==> config.mk <==
export PLATFORM = sky130hd
export DESIGN_NAME = decoder_scan_nx2n
export DESIGN_NICKNAME = d
export VERILOG_FILES = /design/src/rtl/decoder_scan_nx2n.sv
export SDC_FILE = /design/constraint.sdc
export NUM_CORES = 1
export LEC_CHECK = 0
export ABC_AREA = 1
export ABC_CLOCK_PERIOD_IN_PS = 3130
export CAP_MARGIN = 20
export CORE_MARGIN = 3
export CORE_UTILIZATION = 56
export DETAILED_ROUTE_END_ITERATION = 8
export PLACE_DENSITY = 0.82
export REMOVE_ABC_BUFFERS = 1
export SYNTH_ARGS = -nofsm -noshare
export SYNTH_HDL_FRONTEND = slang
export SYNTH_SLANG_ARGS = --single-unit
==> constraint.sdc <==
create_clock -name clk -period 3.13 [get_ports clk]
set_clock_uncertainty 0.15 [all_clocks]
set_input_delay 0.626 -clock clk [delete_from_list [all_inputs] [get_ports clk]]
set_output_delay 0.626 -clock clk [all_outputs]
set_load 0.02 [all_outputs]
==> src/rtl/decoder_scan_nx2n.sv <==
// Registered N-to-2^N one-hot decoder with an auto-scan mode that walks the
// asserted line through all outputs, holding each for DWELL cycles.
module decoder_scan_nx2n #(
  parameter int unsigned N     = 3,
  parameter int unsigned DWELL = 4
) (
  input  logic                clk,
  input  logic                rst,
  input  logic                en,
  input  logic                mode,
  input  logic [N-1:0]        x1,
  input  logic                load,
  output logic [(1<<N)-1:0]   y1,
  output logic [N-1:0]        idx,
  output logic                wrap
);

  localparam int unsigned W  = 1 << N;
  localparam int unsigned CW = (DWELL > 1) ? $clog2(DWELL) : 1;

  typedef enum logic [1:0] {
    IDLE,
    DIRECT,
    SCAN
  } state_e;

  state_e          state_q;
  logic [CW-1:0]   cnt_q;
  logic [N-1:0]    idx_q;
  logic [W-1:0]    y_q;
  logic            wrap_q;

  logic [N-1:0]    idx_d;
  logic            last_line;
  logic            dwell_done;

  assign idx_d      = idx_q + N'(1);
  assign last_line  = (idx_q == N'(W - 1));
  assign dwell_done = (cnt_q == CW'(DWELL - 1));

  // State is chosen fresh from en/mode every edge; scan entry restarts the dwell.
  always_ff @(posedge clk or posedge rst) begin
    if (rst) begin
      state_q <= IDLE;
      cnt_q   <= '0;
      idx_q   <= '0;
      y_q     <= '0;
      wrap_q  <= 1'b0;
    end else begin
      wrap_q <= 1'b0;
      if (!en) begin
        state_q <= IDLE;
        y_q     <= '0;
      end else if (!mode) begin
        state_q <= DIRECT;
        idx_q   <= x1;
        y_q     <= W'(1) << x1;
        cnt_q   <= '0;
      end else begin
        state_q <= SCAN;
        if (state_q != SCAN) begin
          cnt_q <= '0;
          y_q   <= W'(1) << idx_q;
        end else if (load) begin
          idx_q <= x1;
          cnt_q <= '0;
          y_q   <= W'(1) << x1;
        end else if (dwell_done) begin
          cnt_q  <= '0;
          idx_q  <= idx_d;
          y_q    <= W'(1) << idx_d;
          wrap_q <= last_line;
        end else begin
          cnt_q <= cnt_q + CW'(1);
        end
      end
    end
  end

  assign y1   = y_q;
  assign idx  = idx_q;
  assign wrap = wrap_q;

endmodule

After elaboration in Yosys (flattened, before gate mapping)
Index checks and enable logic that the tools add are counted.

Register bits after elaboration: 16. Output and inout port bits: 12. Word-level logic and storage cells: 37.

Add/subtract/negate cells: 2. Equality and inequality tests: 6. Shifts and indexed selects: 3. Mux-type cells: 20. Reduce and logical (&&, ||, !) cells: 1.

Operators with widths (number): $mux W8 (5); $shl A1 B3 Y8 const A (3); $mux W2 (6); $mux W3 (4); $mux W1 (5); $ne A5 B2 Y1 const B (1); $ne A2 B2 Y1 const B (2); $add A3 B1 Y3 const B (1); $eq A3 B3 Y1 const B (1); $ne A3 B1 Y1 const B (1); $reduce_and A3 Y1 (1); $add A2 B1 Y2 const B (1); $eq A2 B2 Y1 const B (1).

Depth between registers and ports, before layout
Gate-level depths: netlist of run 1.

Depth in word-level cells: 7. Mapped depth: 8.

Worst setup path after synthesis of run 1
No wires, ideal clock.

Kind: input to register. Start: in en. End: reg y_q[3], in the netlist y1[3]. Data arrival time: 1.273 ns. Required time: 2.860 ns. Setup slack: 1.588 ns. Cell stages on the path: 8. Buffers on the path: 2. Path through: buf_4 nand2_4 clkinv_2 nand3_4 buf_6 o21ai_2 inv_2 a21oi_2.

Cells in the longest elaborated chain, start to end: 1.

Ends and longest elaborated chain: start, declared (line 9) `input logic en,`; $ne A5 B2 Y1 (no line) / $mux W8 (equally long branches); end signal, assigned (line 57) `y_q <= W'(1) << x1;`; end signal, assigned (line 63) `y_q <= W'(1) << idx_q;`; end signal, assigned (line 67) `y_q <= W'(1) << x1;`; end, declared (line 30) `logic [W-1:0] y_q;`.

Parallel ways exist; a longest one is shown, timed or not. A chain may end at the register's enable or synchronous reset.

Worst setup path after layout of run 1
Start: reg idx_q[2], in the netlist idx[2]. End: out idx[2].

RTL lines: start, declared (line 29) `logic [N-1:0] idx_q;`; start signal, assigned (line 70) `idx_q <= idx_d;`; end, declared (line 14) `output logic [N-1:0] idx,`.

No word-level cell between the ends.

==> run metrics, run 1 <==
run status=finished clean; count of cell instances traversed by the critical path=1; mean number of vias per cell=5.67; worst endpoint required time=2350 ps; wire length after detailed routing=2.77 mm; number of sinks on the clock net=16; pwr/cell area=415 nW/um^2; total routing resource utilization after global routing=0.231; DP Worst Slack=733 ps; compound-gate portion of the synthesized area=0.124; Clock H-tree levels=1; hold path depth=1; worst min path class=reg -> reg; count of final setup violators=0; Synth Flop Type=dfrtp_1; cells along the critical path=clkdlybuf4s50_1; Final TNS setup=0 ps; max capacitance violation total=0; slew of the pin with the lowest slew margin=619 ps; worst vdd rail ir drop=0.324 mV; cell area after synthesis=1200 sq um; detailed-router iteration count before antenna repair=5; clock tree from TritonCTS=done; vias in the first global route=1099; count of flip-flops with a built-in enable after synthesis=0; main area contributors after synthesis=dfrtp_1 33%, nand2_1 13%, nor2_1 8.8%, nand3_1 6.7%, a21oi_1 6.3%; post-layout net count=206; final antenna diode count=0; number of buffer and inverter instances along the worst setup path=1; floorplan die area=2740 sq um; Filler cells=172; cell with the most instances after synthesis=nand2_1; number of gates resized after CTS=0; cts-stage hold buffer count=0; tightest slew margin relative to the limit=0.587; count of vias placed by the detailed router=1236; vertical die dimension=52.3 um; register area share after synthesis=0.333; post-DP HPWL=1.99 mm; buffer depth of the longest clock path=2; effective utilization at floorplan=0.600; async set-or-reset flop fraction in the synthesized netlist=1.00; biggest area consumer among synthesized cells=dfrtp_1; Clk pin slew, worst setup/hold paths=100 ps; Setup CP Type=reg -> out; length in cells of the worst reg-to-reg path=6; wire length of the first global-routing pass=4.76 mm; post-synthesis share of cell area spent on xor and xnor gates=0; final global-route overflow total=0; unrepaired setup endpoints after global routing=false; initial antenna violation count=0; leakage power of the design=0.647 nW; Synth Area per Inst=6.86 sq um; Core Footprint=2000 sq um; synthesized instance count=175; combinational family with the most area after synthesis=simple AND/OR/NAND/NOR gates; number of endpoints with negative hold slack in the final report=0; period utilization=0.716; number of cells after detailed placement=214; fraction of post-synthesis cell area in the top cell type by area=0.333; sequential cell area=400 sq um; Antenna Nets Post-Route=0; share of layout cells above drive strength 1=0.0942; maximum number of pins on one net before global-route repair=17; final worst-path setup slack=888 ps; cell with the largest stage delay on the worst path=clkdlybuf4s50_1; final critical delay including setup and external delays=2240 ps; FF+latch count, synth=16; average wire per cell in the routed design=12.7 um; Core Rows=16; kind of cell with the highest combined delay on the critical path=buffers and inverters; # port buffers=19; count of unique library cells instantiated by Yosys=22; top post-synthesis cells by count=40 x nand2_1, 28 x nor2_1, 18 x inv_1, 16 x dfrtp_1, 16 x nand3_1; clock tree root driver cell=clkbuf_4; die width=52.3 um; Clk Latency, worst-skew pair=300 ps; total CTS buffers=3; I/O pin cnt=20; fin cells=218; Adder-Cell Fraction of Synth Area=0.0625; weighted congestion at the end of routability-driven global placement=0.884; final total power=0.000587 W; stage delay of the slowest cell on the critical path=660 ps; number of DRC markers in iteration 0=52; Critical Path AT=1470 ps; number of warning messages in the yosys log=0; number of remaining DRC errors=0; startpoint class of the critical path=register; Synth-to-Final Area Change=17.8%; Fmax=0.446 GHz; biggest fanout along the worst timing path=8; multi-input gate area in the final layout=667 sq um; postcts setup bufs=0; Pins Over Slew Limit=0; sort of element at the end of the critical path=primary output; simple-gate portion of the synthesized area=0.360; proportion of synthesized area in mux cells=0.00833
[power breakdown]
group	switching (W)	leakage [nW]	internal, W
Sequential	0.0000200	0.213	0.000224
Combinational	0.000126	0.414	0.0000750
Clock	0.0000715	0.0210	0.0000710
Total	0.000217	0.647	0.000370
[state kept, by name, summed over array words and instances (netlist names)]
register,cells
idx,3
wrap,1
state_q,2
y1,8
cnt_q,2
[final cells by class]
class,instances,share of cell area
multi-input cells,129,0.471
flip-flops and latches,16,0.283
repair buffers,19,0.134
inverters,23,0.0619
clock buffers,4,0.0256
well taps,27,0.0239
[stage by stage]
stage / hold slack (ps) / area [sq um] / util
after floorplan: 306 / 1150 / -
after global placement: 319 / 1380 / 0.689
after detailed placement: 331 / 1380 / 0.689
after CTS: 345 / 1420 / 0.707
after global routing: 380 / 1420 / 0.707
final: 344 / 1420 / 0.707
[logic make-up (layout without fill, tap and decap cells)]
group,Yosys count,in the layout
AO/OA/AOI/OAI,26,26
adder cells (fa/ha/maj),6,6
buffers and inverters,30,46
flip-flops,16,16
multiplexers,1,1
AND/OR/NAND/NOR,96,96
[worst paths after layout]
path	to	slack [ps]	start
setup / recovery	idx[2]	890	idx[2]$_DFFE_PP0P_
hold / removal	cnt_q[0]$_DFFE_PP0P_	340	cnt_q[0]$_DFFE_PP0P_
setup reg to reg	y1[6]$_DFFE_PP0P_	1450	cnt_q[0]$_DFFE_PP0P_
hold reg to reg	cnt_q[0]$_DFFE_PP0P_	340	cnt_q[0]$_DFFE_PP0P_
max in group asynchronous	y1[1]$_DFFE_PP0P_	1880	rst
min in group asynchronous	cnt_q[1]$_DFFE_PP0P_	550	rst
[layer usage]
metal | global-route usage | routed length [um] | vias to the layer above
li1 | - | - | 592
met5 | 0 | 0 | -
met1 | 0.314 | 1130 | 549
met3 | 0.0256 | 269 | 13
met2 | 0.366 | 1290 | 82
met4 | 0.102 | 83 | 0
[worst register-to-register path, stage by stage (launching register included)]
cell and delay, ps:
dfrtp_1 410, ha_1 250, nor2_1 200, nand3_4 180
inv_1 200, nor2_1 60, a21oi_1 150
[placed cells by master, fill, tap and decap left out, drive strengths merged]
master,instances
ha,6
mux2i,1
nor2,29
a21oi,18
clkdlybuf4s50,19
nor3b,1
nand3,17
nand2,42
clkbuf,4
nand4,7
clkinv,1
dfrtp,16
o21ai,8
inv,22
(Power assumes the default switching activity.)
==> inputs of run 2 (changes only) <==
ABC_CLOCK_PERIOD_IN_PS = 2100   (was 3130)
CORE_UTILIZATION = 52   (was 56)
PLACE_DENSITY = 0.77   (was 0.82)
clock period = 2.1 ns   (was 3.13 ns; I/O delays follow)
==> run metrics, run 2 (synthesis gave the netlist of run 1 again) <==
number of flip-flops in the largest register=8 (unchanged); effective utilization at floorplan=0.577 (was 0.600); register share of total power=0.416 (about the same); clock tree root driver cell=clkbuf_4 (unchanged); pwr/cell area=606 nW/um^2 (was 415 nW/um^2); average wire per cell in the routed design=12.3 um (was 12.7 um); vertical die dimension=54.1 um (was 52.3 um); number of buffer and inverter instances along the worst setup path=1 (unchanged); vias in the first global route=1105 (was 1099); length in cells of the worst reg-to-reg path=6 (unchanged); startpoint of the worst setup timing path=idx[2]$_DFFE_PP0P_ (unchanged); Reg-to-Reg Start=cnt_q[0]$_DFFE_PP0P_ (unchanged); Core Footprint=2080 sq um (was 2000 sq um); cells along the critical path=clkdlybuf4s50_1 (unchanged); Clk pin slew, worst setup/hold paths=110 ps (was 100 ps); die width=54.1 um (was 52.3 um); Filler cells=177 (was 172); number of remaining DRC errors=0 (unchanged); finished layout cell area=1450 sq um (was 1420 sq um); biggest fanout along the worst timing path=8 (unchanged); tightest slew margin relative to the limit=0.579 (was 0.587); # port buffers=19 (unchanged); number of DRC markers in iteration 0=24 (was 52); wire length after detailed routing=2.73 mm (was 2.77 mm); count of vias placed by the detailed router=1167 (was 1236); total net switching power=0.000321 W (was 0.000217 W); slew of the pin with the lowest slew margin=631 ps (was 619 ps); Final TNS setup=0 ps (unchanged); mean number of vias per cell=5.26 (was 5.67); weighted congestion at the end of routability-driven global placement=0.912 (was 0.884); number of sinks on the clock net=16 (unchanged); maximum number of pins on one net before global-route repair=17 (unchanged); startpoint class of the critical path=register (unchanged); Logic pwr share=0.336 (was 0.342); clock tree from TritonCTS=done (unchanged); post-DP HPWL=2.03 mm (was 1.99 mm); post-layout net count=210 (was 206); leakage power of the design=0.665 nW (was 0.647 nW); Internal Power=0.000556 W (was 0.000370 W); standard cell area after detailed placement=1410 sq um (was 1380 sq um); unrepaired setup endpoints after global routing=false (unchanged); fraction of power consumed by the clock network=0.248 (was 0.243); total routing resource utilization after global routing=0.221 (was 0.231); Critical Path AT=1400 ps (was 1470 ps); run status=finished clean (unchanged); count of cell instances traversed by the critical path=1 (unchanged); worst endpoint required time=1530 ps (was 2350 ps); wire length of the first global-routing pass=4.71 mm (was 4.76 mm); most frequent cells in the layout=40 x nand2_1, 28 x nor2_1, 19 x clkdlybuf4s50_1, 18 x inv_1, 16 x nand3_1 (was 40 x nand2_1, 28 x nor2_1, 19 x clkdlybuf4s50_1, 18 x inv_1); worst min path class=in -> async (was reg -> reg); stage delay of the slowest cell on the critical path=630 ps (was 660 ps); Fmax=0.508 GHz; Synth-to-Final Area Change=20.4% (was 17.8%); period utilization=0.938; initial antenna violation count=0 (unchanged); count of final setup violators=0 (unchanged); postcts setup bufs=0 (unchanged); most common cell after layout, fill and taps aside=nand2_1 (unchanged); number of endpoints with negative hold slack in the final report=0 (unchanged); total CTS buffers=3 (unchanged); final critical delay including setup and external delays=1970 ps; switching share of total power=0.366 (was 0.370); buffer depth of the longest clock path=2 (unchanged); Antenna Nets Post-Route=0 (unchanged); kind of cell with the highest combined delay on the critical path=buffers and inverters (unchanged); Clk Latency, worst-skew pair=300 ps (about the same); final global-route overflow total=0 (unchanged); max capacitance violation total=0 (unchanged); final antenna diode count=0 (unchanged); I/O pin cnt=20 (unchanged); Pins Over Slew Limit=0 (unchanged); cell with the largest stage delay on the worst path=clkdlybuf4s50_1 (unchanged); sort of element at the end of the critical path=primary output (unchanged); floorplan die area=2920 sq um (was 2740 sq um); worst vdd rail ir drop=0.499 mV (was 0.324 mV); Clock H-tree levels=1 (unchanged); detailed-router iteration count before antenna repair=5 (unchanged); Setup CP Type=reg -> out (unchanged); share of layout cells above drive strength 1=0.118 (was 0.0942); Core Rows=16 (unchanged)
## run 2: cell count changes in the layout (fill, tap and decap cells not counted), sizes merged
cell / previous run / this run
buf: 0 / 4
## run 2: path summary, 6_finish.rpt
path,to,slack [ps]
worst max-delay path,idx[2],130
worst min-delay path,cnt_q[1]$_DFFE_PP0P_,330
worst max register to register,y1[1]$_DFFE_PP0P_,440
worst min register to register,cnt_q[0]$_DFFE_PP0P_,340
max in group asynchronous,idx[2]$_DFFE_PP0P_,1030
min in group clk,cnt_q[0]$_DFFE_PP0P_,340
## run 2: metal layers
layer / share of wire / track usage
met1: 0.47 / 0.289
met2: 0.48 / 0.369
met3: 0.045 / 0.0305
met4: 0.011 / 0.0830
met5: 0 / 0
## run 2: through the flow
stage	worst slack, ps	total power [W]	hold slack, ps	std cells	util
CTS	37.8	0.000878	349	222	0.694
global route	63.9	0.000933	363	222	0.695
floorplan	641	0.000543	184	168	-
finish	131	0.000877	335	222	0.695
global placement	186	0.000656	328	218	0.677
detailed placement	132	0.000663	334	218	0.677
## run 2: what timing repair did
item,in CTS,in global routing
endpoints found under the hold margin,0,0
hold buffers,0,0
gates resized for setup,0,1
setup endpoints to repair,0,1
## run 2: cell type report
type | instances | area (sq um) | share of cell area
Inverter | 23 | 87.6 | 0.0606
Sequential cell | 16 | 402 | 0.278
Clock buffer | 4 | 36.3 | 0.0251
Tap cell | 27 | 33.8 | 0.0234
Multi-Input combinational cell | 129 | 667 | 0.461
Timing Repair Buffer | 23 | 220 | 0.152
## run 2: power by group through the flow
| stage | Sequential (W) | Combinational, W | Clock, W |
|---|---|---|---|
| 5_1_grt | 0.000370 | 0.000331 | 0.000232 |
| 4_1_cts | 0.000364 | 0.000294 | 0.000219 |
| 6_report | 0.000365 | 0.000295 | 0.000217 |
| 3_5_place_dp | 0.000370 | 0.000293 | 0 |
| 2_1_floorplan | 0.000393 | 0.000150 | 0 |
| 3_3_place_gp | 0.000368 | 0.000288 | 0 |
